## config.mk

```make
export PLATFORM = sky130hd
export DESIGN_NAME = fetch_stage
export DESIGN_NICKNAME = d
export VERILOG_FILES = /design/src/rtl/fetch_pkg.sv /design/src/rtl/fetch_buffer.sv /design/src/rtl/fetch_stage.sv
export SDC_FILE = /design/constraint.sdc
export NUM_CORES = 1
export LEC_CHECK = 0
export CAP_MARGIN = 30
export CORE_ASPECT_RATIO = 0.8
export CORE_UTILIZATION = 45
export DETAILED_ROUTE_END_ITERATION = 8
export PLACE_DENSITY = 0.66
export SYNTH_ARGS = -nofsm -noshare
export SYNTH_HDL_FRONTEND = slang
export SYNTH_SLANG_ARGS = --single-unit
```

## constraint.sdc

```tcl
create_clock -name clock -period 17.6 [get_ports clock]
set_input_delay 1.76 -clock clock [delete_from_list [all_inputs] [get_ports clock]]
set_output_delay 1.76 -clock clock [all_outputs]
set_load 0.02 [all_outputs]
```

## src/rtl/fetch_pkg.sv

```systemverilog
// Shared types and default widths for the instruction-fetch stage.
`timescale 1ns/1ps
package fetch_pkg;

  localparam int ADDR_W_DEF = 12;
  localparam int DATA_W_DEF = 32;
  localparam int PC_W       = 32;

  typedef enum logic [1:0] {
    IDLE  = 2'd0,
    REQ   = 2'd1,
    WAIT  = 2'd2,
    DRAIN = 2'd3
  } fetch_state_e;

  typedef struct packed {
    logic [DATA_W_DEF-1:0] instr;
    logic [PC_W-1:0]       pc;
  } fetch_entry_t;

endpackage

```

## src/rtl/fetch_buffer.sv

```systemverilog
// DEPTH-entry FIFO of fetched {instr, pc} words with a registered head that
// holds its last value once the FIFO drains.
`timescale 1ns/1ps
module fetch_buffer #(
  parameter int DEPTH = 2,
  parameter int W     = 64,
  localparam int PW   = (DEPTH > 1) ? $clog2(DEPTH) : 1,
  localparam int CW   = $clog2(DEPTH + 1)
) (
  input  logic          clk_i,
  input  logic          rst_ni,
  input  logic          clear_i,
  input  logic          push_i,
  input  logic [W-1:0]  push_data_i,
  input  logic          pop_i,
  output logic [CW-1:0] count_o,
  output logic [W-1:0]  head_o
);

  logic [W-1:0]  mem_q [DEPTH];
  logic [PW-1:0] wr_ptr_q, wr_ptr_d, rd_ptr_q, rd_ptr_d;
  logic [CW-1:0] count_q, count_d, remain_s;
  logic [W-1:0]  head_q, head_d;
  logic          do_push_s, do_pop_s;

  function automatic logic [PW-1:0] ptr_inc(input logic [PW-1:0] p);
    if (p == PW'(DEPTH - 1)) return '0;
    else return p + PW'(1);
  endfunction

  // Pointer/count update; head is reloaded from whichever entry will be first next cycle.
  always_comb begin
    do_pop_s  = pop_i && (count_q != '0);
    do_push_s = push_i && ((count_q != CW'(DEPTH)) || do_pop_s);
    remain_s  = count_q - CW'(do_pop_s);
    wr_ptr_d  = wr_ptr_q;
    rd_ptr_d  = rd_ptr_q;
    count_d   = count_q;
    head_d    = head_q;
    if (clear_i) begin
      wr_ptr_d = '0;
      rd_ptr_d = '0;
      count_d  = '0;
    end else begin
      if (do_push_s) wr_ptr_d = ptr_inc(wr_ptr_q);
      else wr_ptr_d = wr_ptr_q;
      if (do_pop_s) rd_ptr_d = ptr_inc(rd_ptr_q);
      else rd_ptr_d = rd_ptr_q;
      count_d = remain_s + CW'(do_push_s);
      if (remain_s != '0) head_d = mem_q[rd_ptr_d];
      else if (do_push_s) head_d = push_data_i;
      else head_d = head_q;
    end
  end

  // State and storage registers.
  always_ff @(posedge clk_i) begin
    if (!rst_ni) begin
      wr_ptr_q <= '0;
      rd_ptr_q <= '0;
      count_q  <= '0;
      head_q   <= '0;
      for (int i = 0; i < DEPTH; i++) mem_q[i] <= '0;
    end else begin
      wr_ptr_q <= wr_ptr_d;
      rd_ptr_q <= rd_ptr_d;
      count_q  <= count_d;
      head_q   <= head_d;
      if (do_push_s && !clear_i) mem_q[wr_ptr_q] <= push_data_i;
    end
  end

  assign count_o = count_q;
  assign head_o  = head_q;

endmodule

```

## src/rtl/fetch_stage.sv

```systemverilog
// Instruction-fetch stage: one outstanding imem read at a time, buffered
// results handed to decode with valid/ready, flush discards everything.
`timescale 1ns/1ps
module fetch_stage
  import fetch_pkg::*;
#(
  parameter int ADDR_W = ADDR_W_DEF,
  parameter int DATA_W = DATA_W_DEF,
  parameter int DEPTH  = 2
) (
  input  logic              clock,
  input  logic              reset,
  input  logic [31:0]       pc_in,
  input  logic              pc_valid,
  output logic              pc_ready,
  output logic              imem_req,
  output logic [ADDR_W-1:0] imem_addr,
  input  logic              imem_gnt,
  input  logic              imem_rvalid,
  input  logic [DATA_W-1:0] imem_rdata,
  input  logic              flush,
  output logic              id_valid,
  output logic [DATA_W-1:0] id_instr,
  output logic [31:0]       id_pc,
  input  logic              id_ready
);

  localparam int CW = $clog2(DEPTH + 1);
  localparam int W  = DATA_W + PC_W;

  fetch_state_e  state_q, state_d;
  logic [31:0]   req_pc_q, req_pc_d;
  logic [CW-1:0] count_s;
  logic [W-1:0]  head_s;
  logic          busy_s, credit_s, push_s, pop_s;

  assign busy_s   = (state_q != IDLE);
  // The in-flight request reserves a buffer slot, so the FIFO can never overflow.
  assign credit_s = ({1'b0, count_s} + (CW + 1)'(busy_s)) < (CW + 1)'(DEPTH);
  assign pc_ready = (state_q == IDLE) && credit_s && !flush && reset;
  assign imem_req = (state_q == REQ);
  assign imem_addr = req_pc_q[ADDR_W-1:0];
  assign push_s   = (state_q == WAIT) && imem_rvalid && !flush;
  assign pop_s    = id_valid && id_ready;

  // Next-state logic for the request handshake.
  always_comb begin
    state_d  = state_q;
    req_pc_d = req_pc_q;
    case (state_q)
      IDLE: begin
        if (pc_valid && pc_ready) begin
          state_d  = REQ;
          req_pc_d = pc_in;
        end else begin
          state_d = IDLE;
        end
      end
      REQ: begin
        if (imem_gnt) state_d = flush ? DRAIN : WAIT;
        else if (flush) state_d = IDLE;
        else state_d = REQ;
      end
      WAIT: begin
        if (imem_rvalid) state_d = IDLE;
        else if (flush) state_d = DRAIN;
        else state_d = WAIT;
      end
      DRAIN: begin
        if (imem_rvalid) state_d = IDLE;
        else state_d = DRAIN;
      end
      default: state_d = IDLE;
    endcase
  end

  // FSM state and captured request PC.
  always_ff @(posedge clock) begin
    if (!reset) begin
      state_q  <= IDLE;
      req_pc_q <= 32'd0;
    end else begin
      state_q  <= state_d;
      req_pc_q <= req_pc_d;
    end
  end

  fetch_buffer #(
    .DEPTH (DEPTH),
    .W     (W)
  ) u_buffer (
    .clk_i       (clock),
    .rst_ni      (reset),
    .clear_i     (flush),
    .push_i      (push_s),
    .push_data_i ({imem_rdata, req_pc_q}),
    .pop_i       (pop_s),
    .count_o     (count_s),
    .head_o      (head_s)
  );

  assign id_valid = (count_s != '0);
  assign id_instr = head_s[W-1:PC_W];
  assign id_pc    = head_s[PC_W-1:0];

endmodule

```

* After elaboration in Yosys (flattened, before gate mapping)
Memories as Yosys holds them, arrays and structs flattened.
Cells that the tools add are included.
** Word-level totals
- Register bits after elaboration :: 102
- Bits in writable memories :: 128
- Input bits :: 71
- Output and inout bits :: 79
- Logic and storage cells :: 60
- Memories kept :: 1
** Memory list
- u_buffer.mem_q :: words 2, width 64, rd ports 1, clocked after Yosys merged registers in 0, wr ports 2, RTL line fetch_buffer.sv:20 : logic [W-1:0] mem_q [DEPTH];
** Operators by class
- Add/sub/neg operators :: 5
- Magnitude comparators :: 1
- Equal/unequal tests :: 4
- Multiplexer cells :: 20
- Bitwise gates (word level) :: 2
- Reductions and logical operators :: 21
** Operator list (number)
- $mux 64 :: 3
- $reduce_or 64->1 :: 1
- $mux 1 :: 13
- $logic_and 1x1->1 :: 10
- $pmux 2 s4 :: 1
- $reduce_bool 2->1 :: 4
- $mux 2 :: 3
- $eq 2x2->1 const B :: 2
- $reduce_and 2->1 :: 2
- $add 2x1->3 :: 1
- $lt 3x2->1 const B :: 1
- $add 1x1->1 const B :: 2
- $add 2x1->2 :: 1
- $eq 2x1->1 const B :: 1
- $logic_not 2->1 :: 1
- $ne 2x2->1 const B :: 1
- $not 1->1 :: 2
- $reduce_or 2->1 :: 1
- $sub 2x1->2 :: 1
- $logic_not 1->1 :: 1
- $logic_or 1x1->1 :: 1

* Logic depth before layout (Yosys ltp)
- Depth after elaboration :: 11
- Gate-level depth with buffers :: 8
- Depth with buffers taken out :: 6

* By module
From an unflattened synthesis, not the netlist that was laid out.
** Unflattened totals
- Cells, all modules :: 846
- Area total of the unflattened synthesis :: 9965.8 µm²
** Modules (own cells, without submodules)
- fetch_buffer :: times used 1, cells each 674, area each 8461.9 µm², sequential area each 5205.0 µm²
- fetch_stage :: times used 1, cells each 172, area each 1503.9 µm², sequential area each 680.7 µm²

* Worst setup path after synthesis
Ideal clock, no wire load.
- Path kind :: in2reg
- Start :: in flush
- End :: mem u_buffer.mem_q[0][0] (enable)
- Setup time :: 0.574 ns
- Arrival time :: 6.938 ns
- Data required time :: 17.026 ns
- Slack :: 10.088 ns
- Stages :: 4
- Buffers on the path :: 1
- Cell sequence :: buf_6 -> nand4bb_4 -> or2_4 -> o21ai_0
** RTL lines
- start: declaration :: RTL line fetch_stage.sv:21 : input logic flush,
- end: declaration :: RTL line fetch_buffer.sv:20

* Final worst setup path
- Start :: in flush
- End :: out pc_ready
** Between the ends
- Word-level cells in the longest chain between the ends :: 3
** Ends and longest elaborated chain
- $logic_not 1->1 :: RTL line fetch_stage.sv:40 : assign pc_ready = (state_q == IDLE) && credit_s && !flush && reset;
- $logic_and 1x1->1 (2 in a row) :: RTL line fetch_stage.sv:40
- end: declaration :: RTL line fetch_stage.sv:15 : output logic pc_ready,
No other way between the ends.

==> results.sh <==
export IMPL_status="complete, but fails checks"
export IMPL_violations="design-rule violations"
export IMPL_cp_max_fo=8
export IMPL_syn_nets=890
export IMPL_htreeDepth=1
export IMPL_ir_worst_vdd_v=0.00004880
export IMPL_die_area_um2=21920
export IMPL_antenna_found_initial=0
export IMPL_fin_crit_ns=5.319
export IMPL_dr_pass1_iters=6
export IMPL_grt_max_degree=65
export IMPL_path_class="input port to output port"
export IMPL_synth_avg_cell_area_um2=11.75
export IMPL_yosys_warnings=0
export IMPL_synthTopCellsByArea="edfxtp_1, dfxtp_1, and2_1"
export IMPL_grt_pass1_vias=5997
export IMPL_synth_area_um2=9599
export IMPL_ys_flop_type="edfxtp_1"
export IMPL_globalRouteOverflowTotal=0
export IMPL_endpoint_kind="output port"
export IMPL_syn_inst=817
export IMPL_worst_pin_slew_ns=0.9788
export IMPL_cts_setup_buffers=0
export IMPL_ctsHoldBuffers=0
export IMPL_slew_viol_final=0
export IMPL_relSlewSlack=0.3450
export IMPL_die_w_um=165.3
export IMPL_clock_latency_ns=0.51
export IMPL_drive_above_1_share=0.05747
export IMPL_ys_seq_area_frac=0.6131
export IMPL_yosysMostFrequentCell="nand2_1"
export IMPL_clk_path_buf_depth=3
export IMPL_ys_types=35
export IMPL_cts_tree="built"
export IMPL_wirelength_um=20330
export IMPL_finClkSkew_ns=0.02430
export IMPL_reg2reg_slack_ns=14.48
export IMPL_p_per_area_nw_per_um2=93.16
export IMPL_p_leak_uw=0.004585
export IMPL_ys_top_cells_by_count="nand2_1, and2_1, edfxtp_1"
export IMPL_postSynth_asyncResetShare=0
export IMPL_synth_top_cell_area_share=0.4004
export IMPL_synth_edf_count=128
export IMPL_setup_tns_ns=0
export IMPL_holdCritPathClass="flip-flop to flip-flop"
export IMPL_ant_nets=0
export IMPL_fmax_mhz=188.0
export IMPL_hold_ws_ns=0.4885
export IMPL_nFillCells=1778
export IMPL_initial_core_util=0.4611
export IMPL_wl_per_cell_um=16.58
export IMPL_rsz0062_at_grt="no"
export IMPL_arrival_ns=3.56
export IMPL_initialDrtViolationCount=359
export IMPL_cts_repair_resized=0
export IMPL_yosys_area_top_type="edfxtp_1"
export IMPL_io_pins=150
export IMPL_crit_required_ns=15.84
export IMPL_cts_buffers_inserted=23
export IMPL_grt_pass1_wl_um=31880
export IMPL_antenna_cells=0
export IMPL_die_h_um=132.6
export IMPL_ys_ff_latch=230
export IMPL_max_cap_violations=0
export IMPL_setup_viol=0
export IMPL_post_drt_via_cell_ratio=4.986
export IMPL_hold_viol=0
export IMPL_cp_start_kind="input port"
export IMPL_clock_sinks=230
export IMPL_core_area_um2=20820
export IMPL_clk_pin_slew_ns=0.06
export IMPL_final_nets=1013
export IMPL_dp_hpwl_um=11640
export IMPL_ctsRootBufferMaster="clkbuf_16"
export IMPL_power_total_uw=1108
export IMPL_place_congestion=0.7063
export IMPL_portBuffers=149
export IMPL_drcViolationCount=20
export IMPL_track_usage=0.1864
export IMPL_vias=6113
export IMPL_post_route_period_util=0.3022
export IMPL_rows=47
export IMPL_area_growth_pct=23.88
==> sequential cells by signal, indices dropped and copies added, names as in the netlist <==
name and flops:
u_buffer.rd_ptr_q 1, u_buffer.wr_ptr_q 1, u_buffer.head_o 64, u_buffer.count_o 2, u_buffer.mem_q 128, req_pc_q 32, state_q 2
==> final cells by class <==
cell class / instances / area, µm² / area share
clock inverter: 9 / 92.59 / 0.007786
inverter: 67 / 251.5 / 0.02115
clock buffer: 33 / 623.1 / 0.05240
timing repair buffer: 161 / 1609 / 0.1353
sequential: 230 / 5886 / 0.4949
multi-input combinational: 457 / 3093 / 0.2601
tap: 269 / 336.6 / 0.02830
==> final timing paths <==
check	startpoint	end	cells after the start
setup / recovery	flush	pc_ready	4
hold / removal	req_pc_q[12]$_SDFFE_PN0P_	req_pc_q[12]$_SDFFE_PN0P_	2
setup reg to reg	u_buffer.count_o[1]$_SDFF_PP0_	u_buffer.head_o[43]$_SDFFE_PN0P_	7
hold reg to reg	req_pc_q[12]$_SDFFE_PN0P_	req_pc_q[12]$_SDFFE_PN0P_	2
==> metal layers <==
metal,global-route usage,wire [µm]
met1,0.2471,9179
met2,0.3168,9748
met3,0.03668,1115
met4,0.03535,291
met5,0,0
==> kinds of logic (layout without fill, tap and decap cells) <==
group | after synthesis | count (layout) | share of synthesized area
mux | 64 | 64 | 0.06674
flops | 230 | 230 | 0.6131
simple gates | 283 | 283 | 0.1542
compound gates | 103 | 103 | 0.08954
buf+inv | 130 | 270 | 0.06921
fa+ha+maj | 2 | 2 | 0.002606
xor+xnor | 5 | 5 | 0.004562
==> placed cells by master, fill, tap and decap left out, types with 2 or more instances in the layout <==
| cell type | count |
|---|---|
| nand2b_1 | 2 |
| nand2_1 | 131 |
| xnor2_1 | 3 |
| nor2_1 | 6 |
| edfxtp_1 | 128 |
| inv_1 | 66 |
| ha_1 | 2 |
| clkbuf_1 | 9 |
| o21ai_4 | 2 |
| o221ai_1 | 64 |
| clkbuf_16 | 23 |
| a21boi_0 | 34 |
| dfxtp_1 | 102 |
| clkdlybuf4s50_1 | 148 |
| buf_4 | 10 |
| clkinv_1 | 5 |
| and2_1 | 130 |
| bufinv_16 | 2 |
| nor2b_1 | 2 |
| mux2i_1 | 64 |
==> where the power goes <==
part           switching, µW  internal, µW  total [µW]
Clock                    196           275         471
Sequential              5.72           579         585
Combinational           27.2          25.0        52.3
Total                    229           879        1110
==> worst max-delay path, cell delays in order <==
cell             delay [ns]
clkdlybuf4s50_1        0.57
nor4_1                 0.44
and2_1                 0.19
clkdlybuf4s50_1        0.60
==> per-stage QoR <==
stage / util / instances / setup WS (ns) / cell area, µm²
2_1_floorplan: - / 817 / 10.09 / 9599
3_3_place_gp: 0.5346 / 1182 / 12.30 / 11130
3_5_place_dp: 0.5355 / 1183 / 12.29 / 11150
4_1_cts: 0.5699 / 1225 / 12.29 / 11860
5_1_grt: 0.5712 / 1226 / 12.18 / 11890
6_report: 0.5712 / 1226 / 12.28 / 11890
Power figures use the tool's default switching activity.
==> patch: new RTL, config.mk and constraints unchanged <==
The 4 states of `fetch_state_e` get a one-hot encoding in 4 bits.
--- a/src/rtl/fetch_pkg.sv
+++ b/src/rtl/fetch_pkg.sv
@@ -7,9 +7,9 @@
   localparam int PC_W       = 32;
 
-  typedef enum logic [1:0] {
-    IDLE  = 2'd0,
-    REQ   = 2'd1,
-    WAIT  = 2'd2,
-    DRAIN = 2'd3
+  typedef enum logic [3:0] {
+    IDLE  = 4'b0001,
+    REQ   = 4'b0010,
+    WAIT  = 4'b0100,
+    DRAIN = 4'b1000
   } fetch_state_e;
 
Check against the original RTL: no difference found for any inputs over 4 cycles, from zero or initial values and one cycle with reset low; so few cycles prove little.
==> patch against the original RTL <==
  * Count of clock-buffer cells in the layout increased by 2
  * Power increased by 3.6%
  * Setup slack got worse by 270 ps
  * Non-clock buffer count increased by 3
  * Critical path depth increased by 1
  * Area after synthesis increased by 12%
  * Maximum frequency decreased by 4.8%
  * Cell area increased by 10%
  * Sequential share of layout area decreased by 4.3 points
  * First-iteration DRC count increased by 67%
  * Routed wire length increased by 28%
  * Die area increased by 11%
  * Sequential cell count increased by 2
  * Largest cell class unchanged
==> patch: results (changes against the original RTL) <==
global-route wire length before repair 41790 um (was 31880 um); initial antenna violation count 0 (unchanged); leakage power total 4.764 nW (was 4.585 nW); TritonCTS Buffers 25 (was 23); layout cells sized above 1 5.394% (was 5.747%); CTS root buffer clkbuf_16 (unchanged); synth cell count leaders nor2_1 (135), nand2_1 (132), and2_1 (130), edfxtp_1 (128), dfxtp_1 (104) (was nand2_1 (132), and2_1 (130), edfxtp_1 (128), dfxtp_1 (102), inv_1 (66)); Final Skew 7.445 ps (was 24.30 ps); Synth area leaders edfxtp_1 (36%), dfxtp_1 (19%), and2_1 (7.6%) (was edfxtp_1 (40%), dfxtp_1 (21%), and2_1 (8.5%)); Final HPWL DP 14200 um (was 11640 um); vias after detailed routing 7952 (was 6113); Placement Cell Area 0.01231 mm^2 (was 0.01115 mm^2); largest net degree at the start of global routing 85 (was 65); Peak VDD IR 0.00005503 V (was 0.00004880 V); average wire per standard cell 17.56 um (was 16.58 um); CP Launch Point reset (was flush); status complete, no violations (was complete, but fails checks); reg2reg start u_buffer.count_o[1] (unchanged); Seq/Total Area, Yosys 55.36% (was 61.31%); vias in the first global route 7570 (was 5997); CP max stage delay 630 ps (was 600 ps); DRT iter0 DRCs 600 (was 359); Total GRT Usage 21.32% (was 18.64%); first drt pass iteration count 5 (was 6); routability cong. 0.7252 (was 0.7063); max reg flops 128 (unchanged); final net count 1223 (was 1013); worst-path maximum fanout 38 (was 8); Place WS 11980 ps (was 12290 ps); Yosys cell types 42 (was 35); H-tree Lvls 1 (unchanged)
[patch: tightest hold or removal path, stage by stage, from the launching register on]
cell and delay [ps]:
dfxtp_1 310, inv_1 50, o32ai_1 50
[patch: final cells by class]
cell class	instances	area [um^2]
fill	2080	10260
multi-input combinational	657	4114
timing repair buffer	164	1644
clock inverter	10	98.84
sequential	232	5929
inverter	70	262.8
tap	312	390.4
clock buffer	35	693.2
[patch: kinds of logic after synthesis]
logic type / share of synthesized area, %
AO/OA/AOI/OAI: 13.48
flip-flops: 55.36
adder cells (fa/ha/maj): 0.2337
buffers and inverters: 6.686
AND/OR/NAND/NOR: 23.83
XOR/XNOR: 0.4092
[patch: path summary, 6_finish.rpt]
check / end / slack, ps / cells past startpoint
hold / removal: u_buffer.head_o[38] / 450 / 2
setup / recovery: pc_ready / 12010 / 5
hold reg to reg: u_buffer.head_o[38] / 450 / 2
setup reg to reg: u_buffer.head_o[49] / 14350 / 7
[patch: through the flow]
stage          power (mW)  std cells
4_1_cts             1.159       1479
5_1_grt             1.185       1480
3_5_place_dp       0.6492       1434
3_3_place_gp       0.6474       1433
2_1_floorplan      0.6200       1056
6_report            1.148       1480
[patch: layer usage]
layer  global-route usage (%)  wire [um]  vias up
met5                        0          0        -
met4                    4.894        424        0
met3                    2.633       1100       32
met2                    34.03      11730      195
met1                    30.95      12740     3843
li1                         -          -     3882
[patch: power by group]
group	internal, mW	leakage, nW	switching (mW)
registers	0.583	2.16	0.00686
logic	0.0233	2.22	0.0250
clock network	0.303	0.388	0.207
